**src/rtl/debounce_bank.sv**
```systemverilog
// debounce_bank: multi-channel switch/pushbutton debouncer.
//
// Each channel runs a 2-flop synchroniser, a debounce counter, a clean level
// register and edge strobes. Channels share no state.
//
// Optional hold-to-repeat: define DEBOUNCE_BANK_REPEAT_EN to get extra
// rise_out strobes while a channel is held high (first after REPEAT_DELAY
// cycles, then every REPEAT_PERIOD cycles). Without the macro no repeat
// logic is built and the REPEAT_* parameters are ignored.
//
// Ports:
//   clock_in   system clock
//   reset_in   asynchronous, active-high reset
//   noisy_in   [CHANNELS] raw asynchronous inputs
//   clean_out  [CHANNELS] debounced levels
//   rise_out   [CHANNELS] one-cycle strobe on accepted 0->1 (and repeats)
//   fall_out   [CHANNELS] one-cycle strobe on accepted 1->0
//   any_out    registered OR of clean_out

// Single channel: synchroniser, debounce counter, level register, strobes.
// clean_nxt exposes the level being registered this cycle so the bank can
// register its OR in the same cycle as clean changes.
module debounce_lane #(
   parameter int DB_COUNT      = 1_000_000,
   parameter int CNT_W         = $clog2(DB_COUNT + 1),
   parameter int REPEAT_DELAY  = 32_500_000,
   parameter int REPEAT_PERIOD = 6_500_000
) (
   input  logic clock_in,
   input  logic reset_in,
   input  logic noisy,
   output logic clean,
   output logic clean_nxt,
   output logic rise,
   output logic fall
);

   logic             s1, s2;
   logic [CNT_W-1:0] cnt;
   logic             mismatch;
   logic             flip;
   logic             rep_fire;

   // The flip happens on the cycle the count would reach DB_COUNT, so the
   // counter itself tops out at DB_COUNT-1.
   always_comb begin
      mismatch  = (s2 != clean);
      flip      = mismatch && (cnt == CNT_W'(DB_COUNT - 1));
      clean_nxt = flip ? s2 : clean;
   end

   always_ff @(posedge clock_in or posedge reset_in) begin
      if (reset_in) begin
         s1    <= 1'b0;
         s2    <= 1'b0;
         cnt   <= '0;
         clean <= 1'b0;
         rise  <= 1'b0;
         fall  <= 1'b0;
      end else begin
         s1    <= noisy;
         s2    <= s1;
         cnt   <= (!mismatch || flip) ? '0 : cnt + CNT_W'(1);
         clean <= clean_nxt;
         rise  <= (flip & s2) | rep_fire;
         fall  <= flip & ~s2;
      end
   end

`ifdef DEBOUNCE_BANK_REPEAT_EN
   localparam int RMAX = (REPEAT_DELAY > REPEAT_PERIOD) ? REPEAT_DELAY : REPEAT_PERIOD;
   localparam int RW   = $clog2(RMAX + 1);

   logic [RW-1:0] rep_cnt;
   logic          rep_phase;   // 0: waiting for first repeat, 1: periodic
   logic [RW-1:0] rep_tgt;

   // rep_cnt is 0 on the cycle of the accepted rise and counts cycles since
   // the last strobe; a falling flip wins over a coincident repeat.
   always_comb begin
      rep_tgt  = rep_phase ? RW'(REPEAT_PERIOD) : RW'(REPEAT_DELAY);
      rep_fire = clean && !flip && ((rep_cnt + RW'(1)) == rep_tgt);
   end

   always_ff @(posedge clock_in or posedge reset_in) begin
      if (reset_in) begin
         rep_cnt   <= '0;
         rep_phase <= 1'b0;
      end else if (!clean || flip) begin
         rep_cnt   <= '0;
         rep_phase <= 1'b0;
      end else if (rep_fire) begin
         rep_cnt   <= '0;
         rep_phase <= 1'b1;
      end else begin
         rep_cnt   <= rep_cnt + RW'(1);
      end
   end
`else
   logic unused_rep_cfg;
   assign unused_rep_cfg = ^{REPEAT_DELAY, REPEAT_PERIOD};
   assign rep_fire       = 1'b0;
`endif

endmodule

module debounce_bank #(
   parameter int CHANNELS      = 5,
   parameter int DB_COUNT      = 1_000_000,
   parameter int REPEAT_DELAY  = 32_500_000,
   parameter int REPEAT_PERIOD = 6_500_000,
   parameter int CNT_W         = $clog2(DB_COUNT + 1)
) (
   input  logic                clock_in,
   input  logic                reset_in,
   input  logic [CHANNELS-1:0] noisy_in,
   output logic [CHANNELS-1:0] clean_out,
   output logic [CHANNELS-1:0] rise_out,
   output logic [CHANNELS-1:0] fall_out,
   output logic                any_out
);

   logic [CHANNELS-1:0] clean_nxt;

   debounce_lane #(
      .DB_COUNT      (DB_COUNT),
      .CNT_W         (CNT_W),
      .REPEAT_DELAY  (REPEAT_DELAY),
      .REPEAT_PERIOD (REPEAT_PERIOD)
   ) u_lane [CHANNELS-1:0] (
      .clock_in  (clock_in),
      .reset_in  (reset_in),
      .noisy     (noisy_in),
      .clean     (clean_out),
      .clean_nxt (clean_nxt),
      .rise      (rise_out),
      .fall      (fall_out)
   );

   // OR of the next clean levels so any_out moves with clean_out.
   always_ff @(posedge clock_in or posedge reset_in) begin
      if (reset_in) any_out <= 1'b0;
      else          any_out <= |clean_nxt;
   end

endmodule
```
**config.mk**
```make
export PLATFORM = sky130hd
export DESIGN_NAME = debounce_bank
export DESIGN_NICKNAME = d
export VERILOG_FILES = /design/src/rtl/debounce_bank.sv
export SDC_FILE = /design/constraint.sdc
export NUM_CORES = 1
export LEC_CHECK = 0
export ABC_AREA = 1
export BUFFER_PORTS_ARGS = -buffer_cell sky130_fd_sc_hd__buf_2
export CAP_MARGIN = 20
export CORE_MARGIN = 3
export CORE_UTILIZATION = 42
export CTS_CLUSTER_DIAMETER = 150
export DETAILED_ROUTE_END_ITERATION = 10
export PLACE_DENSITY = 0.69
export SLEW_MARGIN = 40
export SYNTH_ARGS = -nofsm -noshare
export SYNTH_HDL_FRONTEND = slang
export SYNTH_SLANG_ARGS = --single-unit
```
**constraint.sdc**
```tcl
create_clock -name clock_in -period 4.2 [get_ports clock_in]
set_input_delay 0.21 -clock clock_in [delete_from_list [all_inputs] [get_ports clock_in]]
set_output_delay 0.21 -clock clock_in [all_outputs]
set_load 0.05 [all_outputs]
```
==> results of run 1 <==
[cell families after synthesis]
| kind of cell | Yosys count | share of synthesized area [%] |
|---|---|---|
| fa+ha+maj | 5 | 0.949 |
| xor+xnor | 51 | 6.77 |
| buf+inv | 120 | 8.39 |
| flops | 126 | 47.8 |
| simple gates | 487 | 34.4 |
| compound gates | 20 | 1.69 |
[path summary, 6_finish.rpt]
kind                             startpoint                 to  slack [ps]  depth (start not counted)
max                        u_lane[1].cnt[0]            any_out        2440                          8
min                            u_lane[2].s1       u_lane[2].s2         350                          0
max reg2reg                u_lane[1].cnt[0]            any_out        2440                          8
min reg2reg                    u_lane[2].s1       u_lane[2].s2         350                          0
max in group asynchronous          reset_in  u_lane[4].cnt[12]        3030                          4
min in group asynchronous          reset_in       u_lane[2].s1         470                          3
[timing repair]
item / CTS / global route
endpoints found under the hold margin: 83 / 0
hold buffers: 6 / 0
setup endpoints to repair: 0 / 0
resized for setup: 0 / 0
[layout by cell type, fill, tap and decap left out, types with 2 or more instances in the layout]
cell type	netlist	routed
buf_2	1	22
nand4_1	36	36
a21oi_1	11	11
nor3b_2	2	2
ha_1	5	5
nor3_1	45	45
nand3_1	47	47
xor2_1	40	40
clkbuf_8	0	3
clkbuf_16	0	17
nand3_2	6	6
nor3_2	7	7
nor3b_1	17	17
clkinvlp_4	0	2
bufinv_16	0	5
dlygate4sd3_1	0	6
nor4_1	5	5
clkbuf_1	0	2
a211oi_1	2	2
o21ai_0	2	2
dfrtp_1	126	126
nand2_4	2	2
clkinv_2	0	2
xnor2_1	11	11
o21ai_1	2	2
nand2_2	5	5
nor2_2	3	3
nor2_1	169	169
inv_1	96	95
nand2_1	140	140
[metrics by stage]
| stage | total power, mW | instances | hold WS, ps | cell area, um2 | utilization, % |
|---|---|---|---|---|---|
| after detailed placement | 1.35 | 1021 | 320 | 6810 | 44.6 |
| final | 2.94 | 1059 | 345 | 7530 | 49.3 |
| after global routing | 3.04 | 1059 | 356 | 7530 | 49.3 |
| after global placement | 1.34 | 1021 | 320 | 6810 | 44.6 |
| after CTS | 2.97 | 1059 | 347 | 7530 | 49.3 |
| after floorplan | 1.32 | 809 | 241 | 6590 | - |
[cell type report]
| cell class | instances | share of cell area, % |
|---|---|---|
| timing repair buffer | 30 | 2.63 |
| sequential | 126 | 41.9 |
| clock inverter | 10 | 2.44 |
| tap | 211 | 3.51 |
| multi-input combinational | 563 | 38.4 |
| inverter | 97 | 4.90 |
| clock buffer | 22 | 6.30 |
[state kept, by name, indices dropped and copies added (netlist names)]
register	count
u_lane.cnt	100
u_lane.clean	5
u_lane.fall	5
u_lane.rise	5
u_lane.s1	5
u_lane.s2	5
any_out	1
[metal layers]
layer	wire length, um	up-vias	track usage [%]	share of wire [%]
met5	0	-	0	0
met4	182	0	5.13	1.4
met3	616	16	4.67	4.7
met2	6100	120	25.4	46
met1	6310	2474	21.5	48
li1	-	2634	-	-
[where the power goes]
part,internal (mW),leakage (nW),switching (mW)
Sequential,1.23,1.73,0.0157
Clock,1.10,0.316,0.515
Combinational,0.0232,1.25,0.0546
Total,2.35,3.29,0.585
==> results.md, run 1 <==
* Multi-input combinational cell area at roughly 2900 um2
* Port buffer count at 22
* DR vias at 5,244
* Min Tclk post-route at roughly 1800 ps
* Yosys top cell area share at around 48%
* Crit path max fanout at 6
* Pre-CTS setup slack at around 2400 ps
* Ratio of cells with drive above 1 in the final layout at slightly below 10%
* Max H-tree Level at 4
* Layout Nets at 847
* Synth warnings at 0
* DRC Markers at 0
* Slowest cell on the critical path: dfrtp_1
* Die Area at between 15,000 and 20,000 um2
* Initial core utilization at a little over two fifths
* Largest area contributor in the netlist: dfrtp_1
* Overall Global Routing Usage at 16.1%
* Worst EP required at around 4500 ps
* CTS sink count at 126
* WS Path Type: reg -> reg
* Post-DP HPWL at just over 9000 um
* Worst-margin pin slew at around 690 ps
* Setup WS post-layout at about 2400 ps
* Die H at 131 um
* Slew HR at 54.0%
* Chip width at 131 um
* Post-synth top cells: nor2_1 (169), nand2_1 (140), dfrtp_1 (126)
* Crit end category: flip-flop
* Pin count of the biggest net entering global routing at 80
* Most frequent CP cell: nand2_1
* Max Clk Rate at approximately 570 MHz
* EDFF count, synth at 0
* Hold WC Path Type: reg -> reg
* Power density over the cells at ~390 nW/um2
* Vias/cell at around 5
* Synthesis-to-finish area growth at 14.2%
* CP startpoint kind: flip-flop
* Mapped Cells at just over 800
* Register area at 3150 um2
* # rows at 45
* Fin. max-slew vios at 0
* Final setup violating endpoints at 0
* Critical path buffers and inverters at 0
* Final hold violations at 0
* Synth Flop Type: dfrtp_1
* Postcts setup bufs at 0
* CORE AREA at roughly 15,000 um2
* Top cells by area, synth: dfrtp_1 (48%), nor2_1 (9.6%), nand2_1 (8.0%)
* Mapped Nets at between 800 and 900
* Asr flop ratio synth at 100%
* I/O Pins at 23
* Initial drt markers at 446
* Gp weighted congestion at between 0.8 and 0.9
* Vias in the first global route at 5,039
* CP cell instances: ha_1 > nand3_2 > nor3_2 > nand3_2 > nand2_1 > nand2_1 > nor2_1 > nand2_1
* Post-Route Setup TNS at 0 ps
* Maximum clock path buffer count at 2
* MaxCap Viol Count at 0
* Count leader, synth: nor2_1
* Fin crit share at a little over two fifths
* CTS tree: done
* Ant diodes at 0
* Leak at ~3.3 nW
* Drt total wl at about 13,000 um
* CTS buffer count at 17
* Peak supply drop at 0.296 mV
* Post-DRT Antenna Nets at 0
* CP arrival at between 2000 and 2500 ps
* Synth unique cells at 33
* Family with the most delay on the worst path: simple AND/OR/NAND/NOR gates
* Worst path max stage delay at between 400 and 500 ps
* Clock transition at path regs at ~50 ps
* First-pass iteration count of the detailed router at 5
* Clock root buffer master: clkbuf_16
* Avg Inst Size Synth at between 8 and 9 um2
* Synth Register Bits at ~130
* Post-Syn Area at around 6600 um2
* Post-DR wirelength/cell at ~12 um
* Clock Latency Late Sink at 410 ps
* Initial antenna violation count at 0
* Status: finished clean
* Clock Skew at between 6 and 7 ps
* RSZ-0062 raised after global routing: no
* Sequential-to-total area share from yosys stat at around 48%
* Filler cell count in the final layout at approximately 1,400
* First-pass GRT wire length at about 23,000 um
* Grt total ovfl at 0
No activity file was read; power rests on OpenSTA's default activity.
==> inputs of run 2 (changes only) <==
Settings changed: PLACE_DENSITY 0.69 to 0.71.
Clock period 4.2 ns to 1.45 ns, I/O delays scaled along.
==> run 2 against run 1 <==
Compared with the run above:
- the run now ends with negative setup slack left
- hold slack got worse by 59 ps
- routed wire length increased by 21%
- critical path type unchanged
- design area increased by 19%
- maximum frequency increased by 16%
- sequential cell count unchanged
- via count increased by 11%
- final cell count increased by 9.3%
- utilization increased by 9.5 points
==> results.md, run 2 (synthesized netlist as in run 1, its figures left out) <==
* MaxCap Viol Count at 0 (unchanged)
* Critical Path Source: u_lane[4].cnt[1]
* Die Area at 17,200 um2 (unchanged)
* Fin crit share at 105% (+63 points)
* Crit end category: flip-flop
* First-pass GRT wire length at 24,200 um (+4.9%)
* CP startpoint kind: flip-flop
* Post-Route Setup TNS at -1260 ps (-1260 ps)
* Worst-margin pin slew at 574 ps (-117 ps)
* Crit path max fanout at 5 (-1)
* Non-filler cells, final at 1,157 (+9.3%)
* Clock Skew at 6.05 ps (-0.938 ps)
* Family with the most delay on the worst path: simple AND/OR/NAND/NOR gates
* Met2 routed WL at 7850 um (+29%)
* Power density over the cells at 954 nW/um2 (+140%)
* DR vias at 5,817 (+11%)
* Leak at 3.90 nW (+19%)
* Ratio of cells with drive above 1 in the final layout at 32.1% (+22 points)
* Setup WS post-layout at -71.0 ps (-2510 ps)
* End of the critical path: u_lane[4].cnt[13]
* Final hold violations at 0 (unchanged)
* Initial drt markers at 447 (+0.22%)
* CP cell instances: ha_4 > nand3_4 > nor3_4 > nand3_2 > nand2_4 > clkbuf_16 > nor3_2
* Max H-tree Level at 4 (unchanged)
* Peak supply drop at 0.854 mV (+190%)
* Chip width at 131 um (unchanged)
* DR top layer: met4
* Initial core utilization at 43.2% (unchanged)
* Worst EP required at 1760 ps (-2740 ps)
* Critical path buffers and inverters at 1 (+1)
* Maximum clock path buffer count at 2 (unchanged)
* Max Clk Rate at 657 MHz (+16%)
* WS Path Type: reg -> reg
* CTS tree: done
* R2r endpoint: u_lane[4].cnt[13]
* Initial antenna violation count at 0 (unchanged)
* Failing checks: negative setup slack
* Worst reg2reg path startpoint: u_lane[4].cnt[1]
* Pre-CTS setup slack at -111 ps (-2520 ps)
* Die H at 131 um (unchanged)
* Status: complete, but fails checks
* CTS buffer count at 17 (unchanged)
* Metal3 WL at 756 um (+23%)
* WL met1 at 7050 um (+12%)
* Overall Global Routing Usage at 16.9% (+0.83 points)
* DRC Markers at 0 (unchanged)
* Reg2Reg Setup Slack at -70 ps (-2510 ps)
* Layout Nets at 945 (+12%)
* # rows at 45 (unchanged)
* Clock transition at path regs at 60 ps (about the same)
* Fin Hold WS at 286 ps (-59.0 ps)
* Post-DP HPWL at 9940 um (+8.5%)
* Reg2Reg Depth at 7 (-1)
* Ant diodes at 0 (unchanged)
* Grt total ovfl at 0 (unchanged)
* Min Tclk post-route at 1520 ps (-237 ps)
* Post-DR wirelength/cell at 13.8 um (+10%)
* CORE AREA at 15,300 um2 (unchanged)
* CTS sink count at 126 (unchanged)
* CP arrival at 1830 ps (-230 ps)
* Number of flip-flops in the largest register at 100 (unchanged)
* Top register by number of flip-flops: u_lane.cnt
* Hold WC Path Type: in -> reg
* Slew HR at 61.7% (+7.7 points)
* Gp weighted congestion at 0.915 (+1.9%)
* Hold Path Origin: noisy_in[2]
* Inst Count DP at 1,093 (+7.1%)
* First-pass iteration count of the detailed router at 5 (unchanged)
* Most common cell after layout, fill and taps aside: nand2_1
* Vias/cell at 5.03 (+1.5%)
* Worst path depth at 7 (-1)
* Fin. max-slew vios at 0 (unchanged)
* Most frequent cells in the layout: nand2_1 (133), nor2_1 (121), dfrtp_1 (115)
* Clock Latency Late Sink at 420 ps (about the same)
* Slowest cell on the critical path: dfrtp_1
* Post-DRT Antenna Nets at 0 (unchanged)
* RSZ-0062 raised after global routing: yes
* Pin count of the biggest net entering global routing at 68 (-15%)
* I/O Pins at 23 (unchanged)
* Drt total wl at 15,900 um (+21%)
* Port buffer count at 22 (unchanged)
* Final setup violating endpoints at 38 (+38)
* Final Util at 58.8% (+9.5 points)
* Synthesis-to-finish area growth at 36.1%
* Clock root buffer master: clkbuf_16
* Vias in the first global route at 5,261 (+4.4%)
* Worst path max stage delay at 410 ps (-20 ps)
run 2: worst min path at each step:
stage	to	slack (ps)	cells after the start
5_1_grt	u_lane[2].s1	280	2
4_1_cts	u_lane[1].s1	270	2
6_report	u_lane[2].s1	290	2
3_5_place_dp	u_lane[2].s1	180	1
2_1_floorplan	u_lane[0].s1	100	0
3_3_place_gp	u_lane[2].s1	180	1
run 2: per-layer routing:
| layer | GRT usage (%) | vias up |
|---|---|---|
| li1 | - | 2843 |
| met5 | 0 | - |
| met4 | 6.18 | 0 |
| met2 | 26.2 | 156 |
| met3 | 4.67 | 26 |
| met1 | 22.9 | 2792 |
run 2: final cells by class:
class,count,area (um2)
fillers,1207,6290
multi-input cells,566,3540
flip-flops and latches,126,3170
repair buffers,125,1000
clock buffers,19,443
inverters,97,368
well taps,211,264
clock inverters,13,186
run 2: timing repair:
item	4_1_cts	5_1_grt
setup endpoints to repair	55	103
pin swaps	0	38
gates resized for setup	15	152
hold buffers	6	0
buffers inserted	0	20
cloned	1	5
hold endpoints to repair	131	0
run 2: power by group:
part | switching, mW | internal [mW]
clock | 1.61 | 2.93
sequential | 0.0543 | 3.57
combinational | 0.229 | 0.175
total | 1.89 | 6.67
run 2: metrics by stage:
stage | cell area (um2) | total power [mW]
after floorplan | 6610 | 3.84
after global placement | 7390 | 3.97
after detailed placement | 7390 | 3.97
after CTS | 8140 | 8.54
after global routing | 8970 | 8.85
final | 8970 | 8.56
==> inputs of run 3 (changes only) <==
Settings changed: PLACE_DENSITY 0.71 to 0.69.
Clock period 1.45 ns to 1.84 ns, I/O delays scaled along.
==> run 3 against run 2 <==
Compared with the run above:
- the run now ends clean
- clock-buffer cell count is 5 higher
- critical path depth decreased by 1
- design area shrank 17%
==> results.md, run 3 (synthesized netlist as in run 1, its figures left out) <==
* Register share of total power at 48.8% (+6.5 points)
* Clock Skew at 7.46 ps (+1.41 ps)
* WS Path Type: reg -> reg
* Critical path buffers and inverters at 0 (-1)
* Max Clk Rate at 590 MHz (-10%)
* Power density over the cells at 789 nW/um2 (-17%)
* Gp weighted congestion at 0.906 (-0.96%)
* Number of flip-flops in the largest register at 100 (unchanged)
* Crit end category: flip-flop
* Combinational Power Share at 3.1% (-1.6 points)
* Leak at 3.23 nW (-17%)
* Family with the most delay on the worst path: simple AND/OR/NAND/NOR gates
* CP cell instances: ha_1 > nand3_2 > nor2_1 > nand3_1 > nand2_2 > nor3_1
* Final setup violating endpoints at 0 (-100%)
* CTS buffer count at 17 (unchanged)
* Fin crit share at 92.1% (-13 points)
* Port buffer count at 22 (unchanged)
* Final hold violations at 0 (unchanged)
* Worst path max stage delay at 420 ps (about the same)
* Initial core utilization at 43.2% (unchanged)
* Grt total ovfl at 0 (unchanged)
* Initial antenna violation count at 0 (unchanged)
* Vias/cell at 4.90 (-2.5%)
* Postcts setup bufs at 0 (unchanged)
* DR vias at 5,179 (-11%)
* Slew HR at 70.2% (+8.5 points)
* Maximum clock path buffer count at 2 (unchanged)
* Min Tclk post-route at 1700 ps (+174 ps)
* Most common cell after layout, fill and taps aside: nor2_1
* Slowest cell on the critical path: dfrtp_1
* Ratio of cells with drive above 1 in the final layout at 9.34% (-23 points)
* Vias in the first global route at 4,945 (-6.0%)
* Post-DP HPWL at 9390 um (-5.6%)
* RSZ-0062 raised after global routing: no
* Fin Hold WS at 206 ps (-80.2 ps)
* CP startpoint kind: flip-flop
* Pin count of the biggest net entering global routing at 69 (+1.5%)
* Post-Route Setup TNS at 0 ps (+1260 ps)
* Clock Latency Late Sink at 410 ps (about the same)
* Synthesis-to-finish area growth at 12.3%
* Peak supply drop at 0.672 mV (-21%)
* Drt total wl at 13,100 um (-18%)
* Ant diodes at 0 (unchanged)
* Multi-input combinational cell area at 2900 um2 (-18%)
* Register area at 3150 um2 (-0.43%)
* Fin. max-slew vios at 0 (unchanged)
* # rows at 45 (unchanged)
* First-pass iteration count of the detailed router at 5 (unchanged)
* Chip width at 131 um (unchanged)
* Top register by number of flip-flops: u_lane.cnt
* Crit path max fanout at 18 (+13)
* Overall Global Routing Usage at 15.9% (-1.0 points)
* Clk pwr share at 48.1% (-4.9 points)
* Clock root buffer master: clkbuf_16
* MaxCap Viol Count at 0 (unchanged)
* First-pass GRT wire length at 22,700 um (-5.9%)
* Die H at 131 um (unchanged)
* Initial drt markers at 345 (-23%)
* Filler cell count in the final layout at 1,439 (+19%)
* DRC Markers at 0 (unchanged)
* Worst-margin pin slew at 443 ps (-130 ps)
* CP arrival at 1970 ps (+140 ps)
* Psw at 1.23 mW (-35%)
* Status: finished clean
* Hold WC Path Type: in -> async
* Worst EP required at 2120 ps (+360 ps)
* Clock transition at path regs at 50 ps (about the same)
* Die Area at 17,200 um2 (unchanged)
* CORE AREA at 15,300 um2 (unchanged)
* I/O Pins at 23 (unchanged)
* Internal power at 4.61 mW (-31%)
* CTS sink count at 126 (unchanged)
* Sw frac at 21.1% (-1.0 points)
* Post-DRT Antenna Nets at 0 (unchanged)
* Most frequent cells in the layout: nor2_1 (169), nand2_1 (140), dfrtp_1 (126)
* Layout Nets at 850 (-10%)
* Post-DR wirelength/cell at 12.4 um (-10%)
* Max H-tree Level at 4 (unchanged)
* CTS tree: done
## run 3: routing by layer
metal | global-route usage, % | part of all wire (%) | up-vias
li1 | - | - | 2639
met1 | 21.3 | 48 | 2409
met2 | 24.8 | 46 | 109
met3 | 3.56 | 4.2 | 22
met4 | 7.18 | 1.7 | 0
met5 | 0 | 0 | -
## run 3: timing repair
action,in CTS,in global routing
endpoints found under the setup margin,0,20
hold buffers,6,0
hold endpoints to repair,17,0
gates resized for setup,0,2
## run 3: stage by stage
stage	total power, mW	worst slack, ps	utilization, %	cells	instance area, um2
3_5_place_dp	3.07	94.2	44.9	1024	6850
2_1_floorplan	3.02	195	-	809	6600
3_3_place_gp	3.07	119	44.9	1024	6850
5_1_grt	6.08	10.3	48.5	1057	7400
6_report	5.84	145	48.5	1057	7400
4_1_cts	5.91	77.6	48.4	1057	7390
## run 3: worst paths after layout
path	startpoint	to	slack [ps]	depth (start not counted)
setup reg to reg	u_lane[2].cnt[0]	u_lane[2].cnt[18]	140	6
hold / removal	reset_in	u_lane[3].cnt[18]	210	3
setup / recovery	u_lane[2].cnt[0]	u_lane[2].cnt[18]	140	6
min in group clock_in	noisy_in[2]	u_lane[2].s1	320	2
hold reg to reg	u_lane[1].s1	u_lane[1].s2	350	0
max in group asynchronous	reset_in	u_lane[2].cnt[2]	980	4
## run 3: layout make-up
class / instances / area share [%]
sequential: 126 / 42.6
multi-input combinational: 563 / 39.2
clock buffer: 24 / 6.37
inverter: 97 / 4.97
tap: 211 / 3.57
timing repair buffer: 33 / 3.14
clock inverter: 3 / 0.203
## run 3: worst reg2reg max path, cell delays in order, from the launching register on
cell and delay [ps]:
dfrtp_1 420, ha_1 230, nand3_2 130, nor2_1 160, nand3_1 180, nand2_2 330
nor3_1 110
## run 3: power groups by stage
stage / clock network [mW] / registers (mW) / logic [mW]
finish: 2.81 / 2.85 / 0.183
global route: 3.01 / 2.85 / 0.215
CTS: 2.88 / 2.85 / 0.189
detailed placement: 0 / 2.90 / 0.179
global placement: 0 / 2.89 / 0.179
floorplan: 0 / 2.89 / 0.135
